`src/rtl/burst_pack_fifo.sv`:
```
// Beat FIFO that replays stored data as fixed-length bursts (short final burst on flush); out_valid rises 2 cycles after the completing push.
// Input backpressure via in_ready when full; output beats may be stalled indefinitely by out_ready without ending the burst.
module burst_pack_fifo #(
  parameter int DATA_W    = 8,
  parameter int DEPTH     = 16,
  parameter int BURST_LEN = 4
) (
  input  logic                       clk,
  input  logic                       reset_n,
  input  logic                       in_valid,
  output logic                       in_ready,
  input  logic [DATA_W-1:0]          in_data,
  input  logic                       flush,
  output logic                       out_valid,
  input  logic                       out_ready,
  output logic [DATA_W-1:0]          out_data,
  output logic                       out_last,
  output logic [$clog2(DEPTH):0]     level
);

  localparam int AW = (DEPTH > 1) ? $clog2(DEPTH) : 1;
  localparam int LW = $clog2(DEPTH) + 1;
  localparam logic [LW-1:0] BL    = LW'(BURST_LEN);
  localparam logic [LW-1:0] DEPTH_L = LW'(DEPTH);
  localparam logic [AW-1:0] LAST_PTR = AW'(DEPTH - 1);

  typedef enum logic {IDLE, BURST} state_t;

  logic [DATA_W-1:0] mem [DEPTH];
  logic [AW-1:0]     wr_ptr, rd_ptr;
  logic [LW-1:0]     level_nxt;
  logic [LW-1:0]     burst_len, burst_len_nxt;
  logic [LW-1:0]     beat_cnt, beat_cnt_nxt;
  logic              flush_pend, flush_pend_nxt;
  state_t            state, state_nxt;
  logic              push, pop;

  assign in_ready  = (level < DEPTH_L);
  assign out_valid = (state == BURST);
  assign out_last  = out_valid && (beat_cnt == burst_len - LW'(1));
  assign out_data  = out_valid ? mem[rd_ptr] : '0;
  assign push      = in_valid && in_ready;
  assign pop       = out_valid && out_ready;

  always_comb begin
    level_nxt = level;
    case ({push, pop})
      2'b10:   level_nxt = level + LW'(1);
      2'b01:   level_nxt = level - LW'(1);
      default: level_nxt = level;
    endcase
  end

  // Emptying pop wins over a same-cycle flush: nothing is left to drain.
  always_comb begin
    flush_pend_nxt = flush_pend;
    if (flush && (level != '0 || state == BURST))
      flush_pend_nxt = 1'b1;
    if (pop && level_nxt == '0)
      flush_pend_nxt = 1'b0;
  end

  always_comb begin
    state_nxt     = state;
    burst_len_nxt = burst_len;
    beat_cnt_nxt  = beat_cnt;
    case (state)
      IDLE: begin
        if (level >= BL || (flush_pend && level != '0)) begin
          state_nxt     = BURST;
          burst_len_nxt = (level >= BL) ? BL : level;
          beat_cnt_nxt  = '0;
        end
      end
      BURST: begin
        if (pop) begin
          if (out_last)
            state_nxt = IDLE;
          else
            beat_cnt_nxt = beat_cnt + LW'(1);
        end
      end
      default: state_nxt = IDLE;
    endcase
  end

  always_ff @(posedge clk or negedge reset_n) begin
    if (!reset_n) begin
      state      <= IDLE;
      level      <= '0;
      wr_ptr     <= '0;
      rd_ptr     <= '0;
      flush_pend <= 1'b0;
      burst_len  <= '0;
      beat_cnt   <= '0;
    end else begin
      state      <= state_nxt;
      level      <= level_nxt;
      flush_pend <= flush_pend_nxt;
      burst_len  <= burst_len_nxt;
      beat_cnt   <= beat_cnt_nxt;
      if (push)
        wr_ptr <= (wr_ptr == LAST_PTR) ? '0 : wr_ptr + AW'(1);
      if (pop)
        rd_ptr <= (rd_ptr == LAST_PTR) ? '0 : rd_ptr + AW'(1);
    end
  end

  always_ff @(posedge clk) begin
    if (push)
      mem[wr_ptr] <= in_data;
  end

endmodule
```
`config.mk`:
```
export PLATFORM = sky130hd
export DESIGN_NAME = burst_pack_fifo
export DESIGN_NICKNAME = d
export VERILOG_FILES = /design/src/rtl/burst_pack_fifo.sv
export SDC_FILE = /design/constraint.sdc
export NUM_CORES = 1
export LEC_CHECK = 0
export CAP_MARGIN = 20
export CORE_MARGIN = 10
export CORE_UTILIZATION = 60
export CTS_CLUSTER_SIZE = 25
export DETAILED_ROUTE_END_ITERATION = 16
export PLACE_DENSITY_LB_ADDON = 0.15
export SLEW_MARGIN = 40
export SYNTH_ARGS = -nofsm -noshare
export SYNTH_HDL_FRONTEND = slang
export SYNTH_SLANG_ARGS = --single-unit
```
`constraint.sdc`:
```
create_clock -name clk -period 3.1 [get_ports clk]
set_input_delay 0.62 -clock clk [delete_from_list [all_inputs] [get_ports clk]]
set_output_delay 0.62 -clock clk [all_outputs]
set_load 0.02 [all_outputs]
```
==> metrics.md, run 1 <==
| Metric | Value |
|---|---|
| Status | `complete, but fails checks` |
| Failing checks | `negative setup slack` |
| Worst-skew pair later-pin latency | `530 ps` |
| Max Cap Viol | `0` |
| Site Rows | `37` |
| Die H | `124 um` |
| Max Slew Vio Count | `0` |
| CP Launch Type | `register` |
| Detailed Place HPWL | `7910 um` |
| Vias per cell | `6.04` |
| Async SR Flop Fraction | `16.3%` |
| Synth Instances | `360` |
| Hold Path Class | `in -> async` |
| Least-Margin Pin Slew | `583 ps` |
| Final Cell Area | `7650 sq um` |
| Area growth from synthesis to final layout | `18.5%` |
| Clock sink count | `153` |
| Period utilization | `102%` |
| Placer Congestion | `0.833` |
| Via count | `3369` |
| GRT Total Usage | `a little under a fifth` |
| Synth cell types | `between 40 and 50` |
| Post-synthesis cell area | `6460 sq um` |
| Pwr/cell area | `1010 nW/um^2` |
| Grt total ovfl | `0` |
| Critical path class | `reg -> out` |
| Number of flops mapped to enable cells by yosys | `about 130` |
| CTS buffer count | `17` |
| DR pass1 iterations | `4` |
| Hold-fix buffers, CTS | `0` |
| Post-DRT Antenna Nets | `0` |
| Max Root-Sink Buffers | `2` |
| Slew HR | `61.1%` |
| Routed WL per cell | `23.5 um` |
| CP max FO | `8` |
| Syn Nets | `383` |
| Worst Path Arrival | `2550 ps` |
| DRC | `0` |
| Pin count of the biggest net entering global routing | `37` |
| Clock root buffer | `clkbuf_8` |
| Final worst slack | `-73.1 ps` |
| Initial Utilization | `between 60% and 70%` |
| Crit path capture type | `primary output` |
| Syn Area/Cell | `17.9 sq um` |
| Drt total wl | `13100 um` |
| Clock-pin slew on the worst setup and hold paths | `60 ps` |
| Global-route wire length before repair | `20200 um` |
| Cell Count, Final, Fillers Out | `between 500 and 600` |
| Final Hold Viols | `0` |
| FF+latch count, synth | `153` |
| DIE AREA | `15300 sq um` |
| Register area share after synthesis | `69.2%` |
| I/O Buffers | `28` |
| DIE WIDTH | `124 um` |
| Vias in the first global route | `3419` |
| Final #Nets | `432` |
| H-tree Lvls | `4` |
| Initial antenna violation count | `0` |
| RSZ-0062 raised after global routing | `yes` |
| Initial DRC count | `352` |
| Required time of the worst setup path | `2480 ps` |
| # setup viols final | `8` |
| Cell count after placement | `524` |
| VDD IR max | `~630 uV` |
| Ant diodes | `0` |
| Synth Flop Type | `edfxtp_1` |
| Core footprint | `~10000 sq um` |
| Pleak | `2.69 nW` |
| Fmax | `315 MHz` |
| Layout cell share with drive strength beyond 1 | `25.6%` |
| IO Count | `29` |
| CTS tree | `built` |
| Placed instance area | `6980 sq um` |
| Synth Warn # | `0` |
| Fin crit period | `3170 ps` |
| Clock skew | `9.07 ps` |
-- synthesized netlist by cell type, types with 3 or more instances --
| library cell | count | area (sq um) |
|---|---|---|
| nand2b_1 | 4 | 25.0 |
| ha_1 | 10 | 125 |
| nand3_1 | 6 | 30.0 |
| mux2i_1 | 3 | 30.0 |
| nor3_1 | 4 | 20.0 |
| nor2_1 | 6 | 22.5 |
| mux4_1 | 5 | 131 |
| nand2_1 | 23 | 86.3 |
| inv_1 | 8 | 30.0 |
| a21oi_1 | 5 | 25.0 |
| o21ai_0 | 9 | 45.0 |
| edfxtp_1 | 128 | 3840 |
| xnor2_1 | 8 | 70.1 |
| mux4_2 | 35 | 788 |
| buf_6 | 4 | 45.0 |
| clkbuf_1 | 9 | 33.8 |
| xor2_1 | 5 | 43.8 |
| a21o_1 | 4 | 30.0 |
| and2_1 | 27 | 169 |
| nand4_1 | 3 | 18.8 |
| dfrtp_1 | 25 | 626 |
-- where the power goes --
group	internal (W)	switching [W]
sequential	0.00247	0.000251
combinational	0.00154	0.00138
clock	0.00133	0.000782
-- flip-flops by register name, summed over array words and instances (netlist names) --
| register | cells |
|---|---|
| mem | 128 |
| out_valid | 1 |
| flush_pend | 1 |
| beat_cnt | 5 |
| level | 5 |
| burst_len | 5 |
| wr_ptr | 4 |
| rd_ptr | 4 |
-- cell usage in the layout, fill, tap and decap left out, types with 6 or more instances in the layout --
| master | instances |
|---|---|
| ha_1 | 10 |
| dfrtp_1 | 24 |
| mux4_2 | 39 |
| edfxtp_1 | 128 |
| nor2_1 | 6 |
| inv_1 | 8 |
| clkdlybuf4s50_1 | 19 |
| nand3_1 | 6 |
| o21ai_0 | 9 |
| and2_4 | 8 |
| xnor2_1 | 8 |
| nand2_1 | 23 |
| clkbuf_16 | 16 |
| buf_4 | 12 |
| buf_6 | 8 |
| and2_1 | 19 |
-- critical path, cell delays in order, from the launching register on --
cell	delay, ps
dfrtp_2	510
buf_12	190
mux4_2	540
mux4_2	500
and2_4	160
buf_6	120
-- worst paths after layout --
path	from	to	slack (ps)	cells past startpoint
setup reg to reg	level[4]	flush_pend	670	10
hold / removal	reset_n	beat_cnt[4]	450	2
min in group clk	burst_len[4]	burst_len[4]	520	1
hold reg to reg	burst_len[4]	burst_len[4]	520	1
setup / recovery	rd_ptr[0]	out_data[3]	-70	5
max in group asynchronous	reset_n	rd_ptr[0]	2390	2
-- timing repair --
action | 4_1_cts | 5_1_grt
buffers inserted | 2 | 0
cloned | 2 | 0
setup endpoints to repair | 8 | 9
resized for setup | 60 | 5
endpoints found under the hold margin | 0 | 0
pin swaps | 6 | 0
-- kinds of logic (layout without fill, tap and decap cells) --
kind of cell,after synthesis,count (layout),synth area share [%]
and+or+nand+nor,82,82,6.84
buffers and inverters,24,86,1.90
DFF,153,153,69.2
adders and majority gates,10,10,1.94
AOI/OAI and AO/OA,34,34,3.49
muxes,44,44,14.9
xor gates and xnor gates,13,13,1.76
-- area by class of cell --
| type | count | area (sq um) |
|---|---|---|
| multi-input combinational | 183 | 1870 |
| inverter | 8 | 30.0 |
| clock buffer | 21 | 439 |
| sequential | 153 | 4470 |
| timing repair buffer | 46 | 498 |
| tap | 136 | 170 |
| clock inverter | 11 | 173 |
| fill | 618 | 2760 |
-- per-layer routing --
layer | routed length, um | vias up | global-route usage, % | part of all wire (%)
met1 | 5210 | 1721 | 23.4 | 40
met4 | 294 | 0 | 7.86 | 2.2
met2 | 6720 | 103 | 29.9 | 51
met5 | 0 | - | 0 | 0
met3 | 882 | 22 | 5.11 | 6.7
li1 | - | 1523 | - | -
-- per-stage QoR --
step | hold slack (ps) | utilization [%] | power [W] | setup WS (ps) | setup TNS [ps]
floorplan | 324 | - | 0.00452 | 535 | 0
global placement | 486 | 67.0 | 0.00537 | 69.0 | 0
detailed placement | 501 | 67.0 | 0.00543 | 16.5 | 0
CTS | 445 | 74.1 | 0.00789 | -144 | -918
global route | 463 | 73.5 | 0.00813 | -144 | -952
finish | 450 | 73.5 | 0.00776 | -73.1 | -372
Note: power is estimated with default switching activity, not from simulation.
==> inputs of run 2 (changes only) <==
--- a/constraint.sdc
+++ b/constraint.sdc
@@ -3,2 +3,2 @@
 set_output_delay 0.62 -clock clk [all_outputs]
-set_load 0.02 [all_outputs]
+set_load 0.005 [all_outputs]
==> metrics.md, run 2 (synthesized netlist as in run 1, its figures left out) <==
| Metric | Value |
|---|---|
| DR pass1 iterations | `5 (was 4)` |
| CP max stage cell | `mux4_2 (unchanged)` |
| Final #Nets | `442 (was 432)` |
| Placed instance area | `7010 sq um (was 6980 sq um)` |
| Least-Margin Pin Slew | `594 ps (was 583 ps)` |
| Site Rows | `37 (unchanged)` |
| Fillcell total | `626 (was 618)` |
| Post-DRT Antenna Nets | `0 (unchanged)` |
| Failing checks | `negative setup slack (unchanged)` |
| IO Count | `29 (unchanged)` |
| Final core utilization | `73.7% (was 73.5%)` |
| I/O Buffers | `28 (unchanged)` |
| Routed WL per cell | `24.2 um (was 23.5 um)` |
| Top reg by flops | `mem (unchanged)` |
| Clock sink count | `153 (unchanged)` |
| Detailed Place HPWL | `8060 um (was 7910 um)` |
| Core footprint | `10400 sq um (unchanged)` |
| Required time of the worst setup path | `2480 ps (about the same)` |
| RSZ-0062 raised after global routing | `yes (unchanged)` |
| Power Total | `0.00743 W (was 0.00776 W)` |
| Grt total ovfl | `0 (unchanged)` |
| DRC | `0 (unchanged)` |
| Cell Count, Final, Fillers Out | `568 (was 558)` |
| CTS buffer count | `17 (unchanged)` |
| Pwr/cell area | `967 nW/um^2 (was 1010 nW/um^2)` |
| CP max FO | `7 (was 8)` |
| Drt total wl | `13700 um (was 13100 um)` |
| Max incr delay on CP | `530 ps (was 540 ps)` |
| GRT Total Usage | `19.7% (was 18.6%)` |
| CP most frequent cell | `mux4_2 (unchanged)` |
| Initial DRC count | `411 (was 352)` |
| Cell count after placement | `528 (was 524)` |
| Fmax | `316 MHz (was 315 MHz)` |
| Status | `complete, but fails checks (unchanged)` |
| Slew HR | `60.1% (was 61.1%)` |
| Final Cell Area | `7680 sq um (was 7650 sq um)` |
| Worst-skew pair later-pin latency | `530 ps (about the same)` |
| Die H | `124 um (unchanged)` |
| Clock root buffer | `clkbuf_8 (unchanged)` |
| H-tree Lvls | `4 (unchanged)` |
| Hold Path Class | `in -> async (unchanged)` |
| DIE WIDTH | `124 um (unchanged)` |
| Crit path capture type | `primary output (unchanged)` |
| Pleak | `2.70 nW (was 2.69 nW)` |
| Max Slew Vio Count | `0 (unchanged)` |
| Most common cell after layout, fill and taps aside | `edfxtp_1 (unchanged)` |
| Layout cell share with drive strength beyond 1 | `26.9% (was 25.6%)` |
| Period utilization | `102% (about the same)` |
| Ant diodes | `0 (unchanged)` |
| Vias per cell | `6.19 (was 6.04)` |
| Clock-pin slew on the worst setup and hold paths | `60 ps (about the same)` |
| DIE AREA | `15300 sq um (unchanged)` |
| Most frequent cells in the layout | `edfxtp_1, mux4_2, dfrtp_1, nand2_1 (unchanged)` |
| Clock skew | `5.69 ps (was 9.07 ps)` |
| Max Root-Sink Buffers | `2 (unchanged)` |
| Via count | `3514 (was 3369)` |
| Placer Congestion | `0.824 (was 0.833)` |
| Ordered list of cells on the worst path | `buf_6 > buf_12 > mux4_2 > mux4_2 > and2_1 > buf_2 (was buf_12 > mux4_2 > mux4_2 > and2_4 > buf_6)` |
| Vias in the first global route | `3632 (was 3419)` |
| Area growth from synthesis to final layout | `18.9% (was 18.5%)` |
| Initial antenna violation count | `0 (unchanged)` |
| Initial Utilization | `62.0% (unchanged)` |
| Max Cap Viol | `0 (unchanged)` |
| Fin crit period | `3170 ps (about the same)` |
| # setup viols final | `7 (was 8)` |
| Pin count of the biggest net entering global routing | `37 (unchanged)` |
| Worst Path Arrival | `2550 ps (about the same)` |
| CTS tree | `built (unchanged)` |
| Final worst slack | `-66.6 ps (was -73.1 ps)` |
| Final Hold Viols | `0 (unchanged)` |
| VDD IR max | `615 uV (was 629 uV)` |
| Place WS | `44.9 ps (was 16.5 ps)` |
| Critical path class | `reg -> out (unchanged)` |
| Max reg flops | `128 (unchanged)` |
| Global-route wire length before repair | `21600 um (was 20200 um)` |
| CP Launch Type | `register (unchanged)` |
| Hold-fix buffers, CTS | `0 (unchanged)` |
-- run 2: final timing paths --
path	startpoint	to	slack, ps	depth (start not counted)
setup / recovery	rd_ptr[0]	out_data[3]	-70	6
hold / removal	reset_n	burst_len[3]	450	2
setup reg to reg	level[4]	flush_pend	720	10
hold reg to reg	burst_len[4]	burst_len[4]	510	1
max in group asynchronous	reset_n	rd_ptr[0]	2370	2
min in group clk	burst_len[4]	burst_len[4]	510	1
-- run 2: layout make-up --
cell class	instances	area [sq um]	share of cell area, %
Inverter	8	30.0	0.391
Multi-Input combinational cell	183	1870	24.3
Sequential cell	153	4470	58.2
Tap cell	136	170	2.22
Clock buffer	18	418	5.44
Clock inverter	14	131	1.71
Timing Repair Buffer	56	591	7.69
-- run 2: power breakdown --
| part | internal, W | leakage [nW] | switching (W) |
|---|---|---|---|
| logic | 0.00159 | 0.979 | 0.00120 |
| registers | 0.00247 | 1.46 | 0.000242 |
| clock network | 0.00113 | 0.263 | 0.000783 |
-- run 2: stage by stage --
| step | hold WS, ps | setup TNS (ps) |
|---|---|---|
| floorplan | 324 | 0 |
| global placement | 484 | 0 |
| detailed placement | 496 | 0 |
| CTS | 453 | -353 |
| global route | 460 | -918 |
| finish | 454 | -255 |
-- run 2: repair_timing --
action | CTS | global route
setup buffers | 5 | 3
gates cloned | 2 | 0
resized for setup | 49 | 8
pin swaps | 5 | 0
endpoints found under the setup margin | 8 | 9
-- run 2: worst max-delay path, delay by kind of cell (launching register included) --
family,cells,cell delay (ps)
flip-flops,1,430
multiplexers,2,1020
buffers and inverters,3,420
AND/OR/NAND/NOR,1,150
-- run 2: routing by layer --
metal / GRT usage (%) / wire, um / share of wire, %
met5: 0 / 0 / 0
met4: 8.22 / 224 / 1.6
met3: 4.98 / 799 / 5.8
met2: 31.6 / 7000 / 51
met1: 25.2 / 5700 / 42
